**src/rtl/valid_wr_ctrl_pkg.sv**
```systemverilog
// Shared constants and FSM encoding for the cache valid-table write controller.
package valid_wr_ctrl_pkg;

  localparam int CACHE_INDEX_W = 8;

  typedef enum logic [1:0] {
    ST_INIT  = 2'd0,
    ST_IDLE  = 2'd1,
    ST_FLUSH = 2'd2
  } state_e;

endpackage

```
**src/rtl/valid_wr_ctrl.sv**
```systemverilog
// Sweeps the valid table to 0 after reset and on flush; otherwise arbitrates
// set / invalidate / lookup onto the table's single shared index.
module valid_wr_ctrl
  import valid_wr_ctrl_pkg::*;
#(
  parameter int INDEX_W = CACHE_INDEX_W
) (
  input  logic               clk,
  input  logic               rst,
  input  logic               flush_req_i,
  output logic               flush_done_o,
  input  logic               set_req_i,
  input  logic [INDEX_W-1:0] set_index_i,
  output logic               set_ack_o,
  input  logic               inv_req_i,
  input  logic [INDEX_W-1:0] inv_index_i,
  output logic               inv_ack_o,
  input  logic               lookup_req_i,
  input  logic [INDEX_W-1:0] lookup_index_i,
  output logic               lookup_ack_o,
  output logic               lookup_vld_o,
  output logic               busy_o,
  output logic [INDEX_W-1:0] index_o,
  output logic               wr_en_o,
  output logic               wr_valid_o
);

  state_e             r_state, w_state_nxt;
  logic [INDEX_W-1:0] r_cnt, w_cnt_nxt;
  logic               r_done_pend, w_done_pend_nxt;
  logic               r_flush_done, w_flush_done_nxt;
  logic               r_lookup_vld;

  always_comb begin
    w_state_nxt      = r_state;
    w_cnt_nxt        = r_cnt;
    w_done_pend_nxt  = r_done_pend;
    w_flush_done_nxt = 1'b0;
    index_o          = lookup_index_i;
    wr_en_o          = 1'b0;
    wr_valid_o       = 1'b0;
    set_ack_o        = 1'b0;
    inv_ack_o        = 1'b0;
    lookup_ack_o     = 1'b0;
    busy_o           = 1'b0;
    if (rst) begin
      busy_o          = 1'b1;
      index_o         = '0;
      w_state_nxt     = ST_INIT;
      w_cnt_nxt       = '0;
      w_done_pend_nxt = 1'b0;
    end else begin
      case (r_state)
        ST_INIT, ST_FLUSH: begin
          wr_en_o   = 1'b1;
          index_o   = r_cnt;
          busy_o    = 1'b1;
          w_cnt_nxt = r_cnt + INDEX_W'(1);
          // A flush arriving mid-sweep rides along with this sweep.
          if (flush_req_i) w_done_pend_nxt = 1'b1;
          if (&r_cnt) begin
            w_state_nxt      = ST_IDLE;
            w_flush_done_nxt = r_done_pend | flush_req_i;
            w_done_pend_nxt  = 1'b0;
          end
        end
        ST_IDLE: begin
          if (flush_req_i) begin
            w_state_nxt     = ST_FLUSH;
            w_cnt_nxt       = '0;
            w_done_pend_nxt = 1'b1;
          end else if (set_req_i) begin
            wr_en_o    = 1'b1;
            wr_valid_o = 1'b1;
            index_o    = set_index_i;
            set_ack_o  = 1'b1;
          end else if (inv_req_i) begin
            wr_en_o   = 1'b1;
            index_o   = inv_index_i;
            inv_ack_o = 1'b1;
          end else if (lookup_req_i) begin
            lookup_ack_o = 1'b1;
          end
        end
        default: begin
          w_state_nxt = ST_INIT;
          w_cnt_nxt   = '0;
        end
      endcase
    end
  end

  always_ff @(posedge clk) begin
    if (rst) begin
      r_state      <= ST_INIT;
      r_cnt        <= '0;
      r_done_pend  <= 1'b0;
      r_flush_done <= 1'b0;
      r_lookup_vld <= 1'b0;
    end else begin
      r_state      <= w_state_nxt;
      r_cnt        <= w_cnt_nxt;
      r_done_pend  <= w_done_pend_nxt;
      r_flush_done <= w_flush_done_nxt;
      r_lookup_vld <= lookup_ack_o;
    end
  end

  assign flush_done_o = r_flush_done;
  assign lookup_vld_o = r_lookup_vld;

endmodule

```
**config.mk**
```make
export PLATFORM = sky130hd
export DESIGN_NAME = valid_wr_ctrl
export DESIGN_NICKNAME = d
export VERILOG_FILES = /design/src/rtl/valid_wr_ctrl_pkg.sv /design/src/rtl/valid_wr_ctrl.sv
export SDC_FILE = /design/constraint.sdc
export NUM_CORES = 1
export LEC_CHECK = 0
export CAP_MARGIN = 40
export CORE_MARGIN = 2
export CORE_UTILIZATION = 41
export CTS_CLUSTER_SIZE = 24
export DETAILED_ROUTE_END_ITERATION = 8
export GPL_TIMING_DRIVEN = 0
export PLACE_DENSITY_LB_ADDON = 0.15
export SYNTH_ARGS = -nofsm -noshare
export SYNTH_HDL_FRONTEND = slang
export SYNTH_SLANG_ARGS = --single-unit
```
**constraint.sdc**
```tcl
create_clock -name clk -period 2.7 [get_ports clk]
set_clock_uncertainty 0.05 [all_clocks]
set_input_delay 0.27 -clock clk [delete_from_list [all_inputs] [get_ports clk]]
set_output_delay 0.27 -clock clk [all_outputs]
set_load 0.01 [all_outputs]
```
==> results.md <==
- Fin cells: 189
- Critical Path AT: about 2.2 ns
- Syn Area/Cell: 7.67 um2
- Starting Density: 0.434
- Syn Inst Count: 111
- Biggest cell delay along the critical path: between 0.5 and 0.6 ns
- Most common cell after layout, fill and taps aside: clkdlybuf4s50_1
- CP bufs+invs: 4
- Worst skew pair latency: approximately 0.29 ns
- # DRC: 0
- Critical path depth in cells: 7
- Synth area leaders: dfxtp_1 31%, a221o_1 8.2%, nor2_1 7.1%
- Final net count: about 190
- Post-synth cell types: 33
- Power density over the cells: between 200 and 300 mW/mm2
- Buffers on Ports: 43
- Worst setup SP type: flop
- Largest net degree at the start of global routing: 11
- Crit path time final: about 2.6 ns
- Cell taking the most area after synthesis: dfxtp_1
- Maximum clock insertion buffer count: 2
- CTS Root Cell: clkbuf_4
- Routed len/inst: between 15 and 20 um
- Run status: completed
- Fin. max-slew vios: 0
- Final WL: between 2 and 3 mm
- Slowest CP cell: clkdlybuf4s50_1
- R2R depth: 6
- Crit share post-route: 0.947
- Endpoints failing hold: 0
- Commonest non-fill, non-tap cells in the layout: 35 x clkdlybuf4s50_1, 16 x nor2_1, 13 x dfxtp_1
- DR vias/cell: about 5.5
- Hold Crit Start: flush_req_i
- Die Wd: 49.6 um
- Core area: approximately 0.0020 mm2
- RSZ-0062 raised after global routing: no
- Mapped Area: 851 um2
- DP Wirelength: 2.11 mm
- Cell family with the largest share of critical-path delay: buffers and inverters
- Row Count: 16
- Die Y: around 50 um
- Count of final setup violators: 0
- Critical Path RT: 2.38 ns
- Register area share after synthesis: 0.306
- Global placement routability congestion: between 0.8 and 0.9
- GRT Overall Usage: 0.237
- Leakage: approximately 0.00057 uW
- Antenna viol nets, final: 0
- Worst reg2reg endpoint: r_cnt[4]
- Reg-to-reg critical path startpoint: r_state[0]
- CP max FO: 8
- Max VDD drop: 0.000267 V
- Clk slew on worst S/H paths: ~0.090 ns
- Synth Warn #: 0
- Crit Path Category: flop to output pin
- TritonRoute pass-1 iters: 4
- Residual overflow from global routing: 0
- Max-Cap Viols: 0
- Final Util: 0.704
- Fillcell total: between 150 and 200
- Ratio of cells with drive above 1 in the final layout: 0.0926
- Total via count in the routed design: approximately 1000
- Die area: about 0.0025 mm2
- Area share of the largest cell type after synthesis: 0.306
- N_diodes: 0
- Worst-Margin Slew: 0.517 ns
- Most used cell, CP: buf_4
- CTS tree: yes
- Initial antenna violation count: 0
- H-tree depth: 1
- Starting DRT DRC Count: 34
- Hold Crit Class: input port to flop
- Relative slew slack: 0.655
- Placed cells: about 180
- CP Capture Type: output pin
- Area Growth Syn to Fin: 62.4%
- First-pass GRT wire length: roughly 4.5 mm
- Vias in the first global route: slightly below 1000
- Crit path to: wr_valid_o
- Ports: between 40 and 50
- Reg2Reg Setup Slack: between 1 and 1.5 ns
- TritonCTS Sinks: 13
- Syn_nets: roughly 140
- Worst Setup SP: r_state[0]
- Crit path cell chain: buf_4, or3b_1, clkbuf_4, nor2_1, and2_1, buf_4, clkdlybuf4s50_1
- Fin Hold WS: 0.276 ns
- Flops & latches, synth: 13
- Fmax: roughly 400 MHz
- CTS buffer count: 3
flip-flops by register name, indices dropped and copies added (netlist names):
register      count
r_cnt             8
lookup_vld_o      1
r_state           2
flush_done_o      1
r_done_pend       1
worst min path at each step:
stage	end	cells past startpoint
finish	flush_done_o	3
global route	flush_done_o	3
CTS	flush_done_o	3
detailed placement	flush_done_o	2
global placement	flush_done_o	2
floorplan	lookup_vld_o	1
cells by family (layout without fill, tap and decap cells):
logic type | count (synthesis) | in the layout | synth area share
simple gates | 56 | 56 | 0.351
compound gates | 26 | 26 | 0.212
flops | 13 | 13 | 0.306
buf+inv | 10 | 61 | 0.0647
xor+xnor | 5 | 5 | 0.0515
fa+ha+maj | 1 | 1 | 0.0147
worst reg2reg max path, stage by stage (launching register included):
cell and delay [ns]:
dfxtp_1 0.33, buf_4 0.15, or3b_1 0.34, clkbuf_4 0.18
nand4_1 0.12, xor2_1 0.16, nor2_1 0.05
metrics by stage:
stage	power, uW	setup slack, ns	setup TNS [ns]	area [um2]
6_report	411	0.142	0	1380
5_1_grt	432	0.0282	0	1380
4_1_cts	409	0.0148	0	1360
3_5_place_dp	289	-0.111	-0.550	1320
3_3_place_gp	286	-0.0850	-0.443	1320
2_1_floorplan	234	0.773	0	851
synthesized netlist by cell type, drive strengths merged:
cell type / number
a21boi: 1
a21oi: 10
a221o: 7
a222oi: 1
a22oi: 1
a31oi: 1
and2: 1
and3: 3
and4: 1
buf: 4
clkbuf: 5
clkinv: 1
dfxtp: 13
ha: 1
nand2: 10
nand2b: 2
nand3: 8
nand3b: 1
nand4: 4
nor2: 16
nor2b: 1
nor3: 3
nor3b: 3
nor4b: 1
o21ai: 4
o31a: 1
or3: 1
or3b: 1
xnor2: 2
xor2: 3
per-layer routing:
metal  vias to the layer above  GRT usage  part of all wire
met2                        54      0.378              0.44
li1                        506          -                 -
met5                         -          0                 0
met4                         0      0.111             0.024
met3                         7     0.0636             0.083
met1                       474      0.295              0.45
area by class of cell:
type	count	area [um2]	share of cell area
clock buffers	4	26.3	0.0190
inverters	1	3.75	0.00272
multi-input cells	88	546	0.395
repair buffers	47	458	0.332
well taps	27	33.8	0.0245
flip-flops and latches	13	260	0.188
plain buffers	9	53.8	0.0389
report_power, final:
group          switching [uW]  internal, uW
clock network            69.2          57.5
logic                    32.4          51.1
registers                4.18           197
total                     106           305
what timing repair did:
action                                  in CTS  in global routing
endpoints found under the setup margin       7                  5
hold endpoints to repair                     0                  0
setup buffers                                3                  1
pin swaps                                    1                  1
hold buffers                                 0                  0
resized for setup                            8                  3
Note: power is estimated with default switching activity, not from simulation.
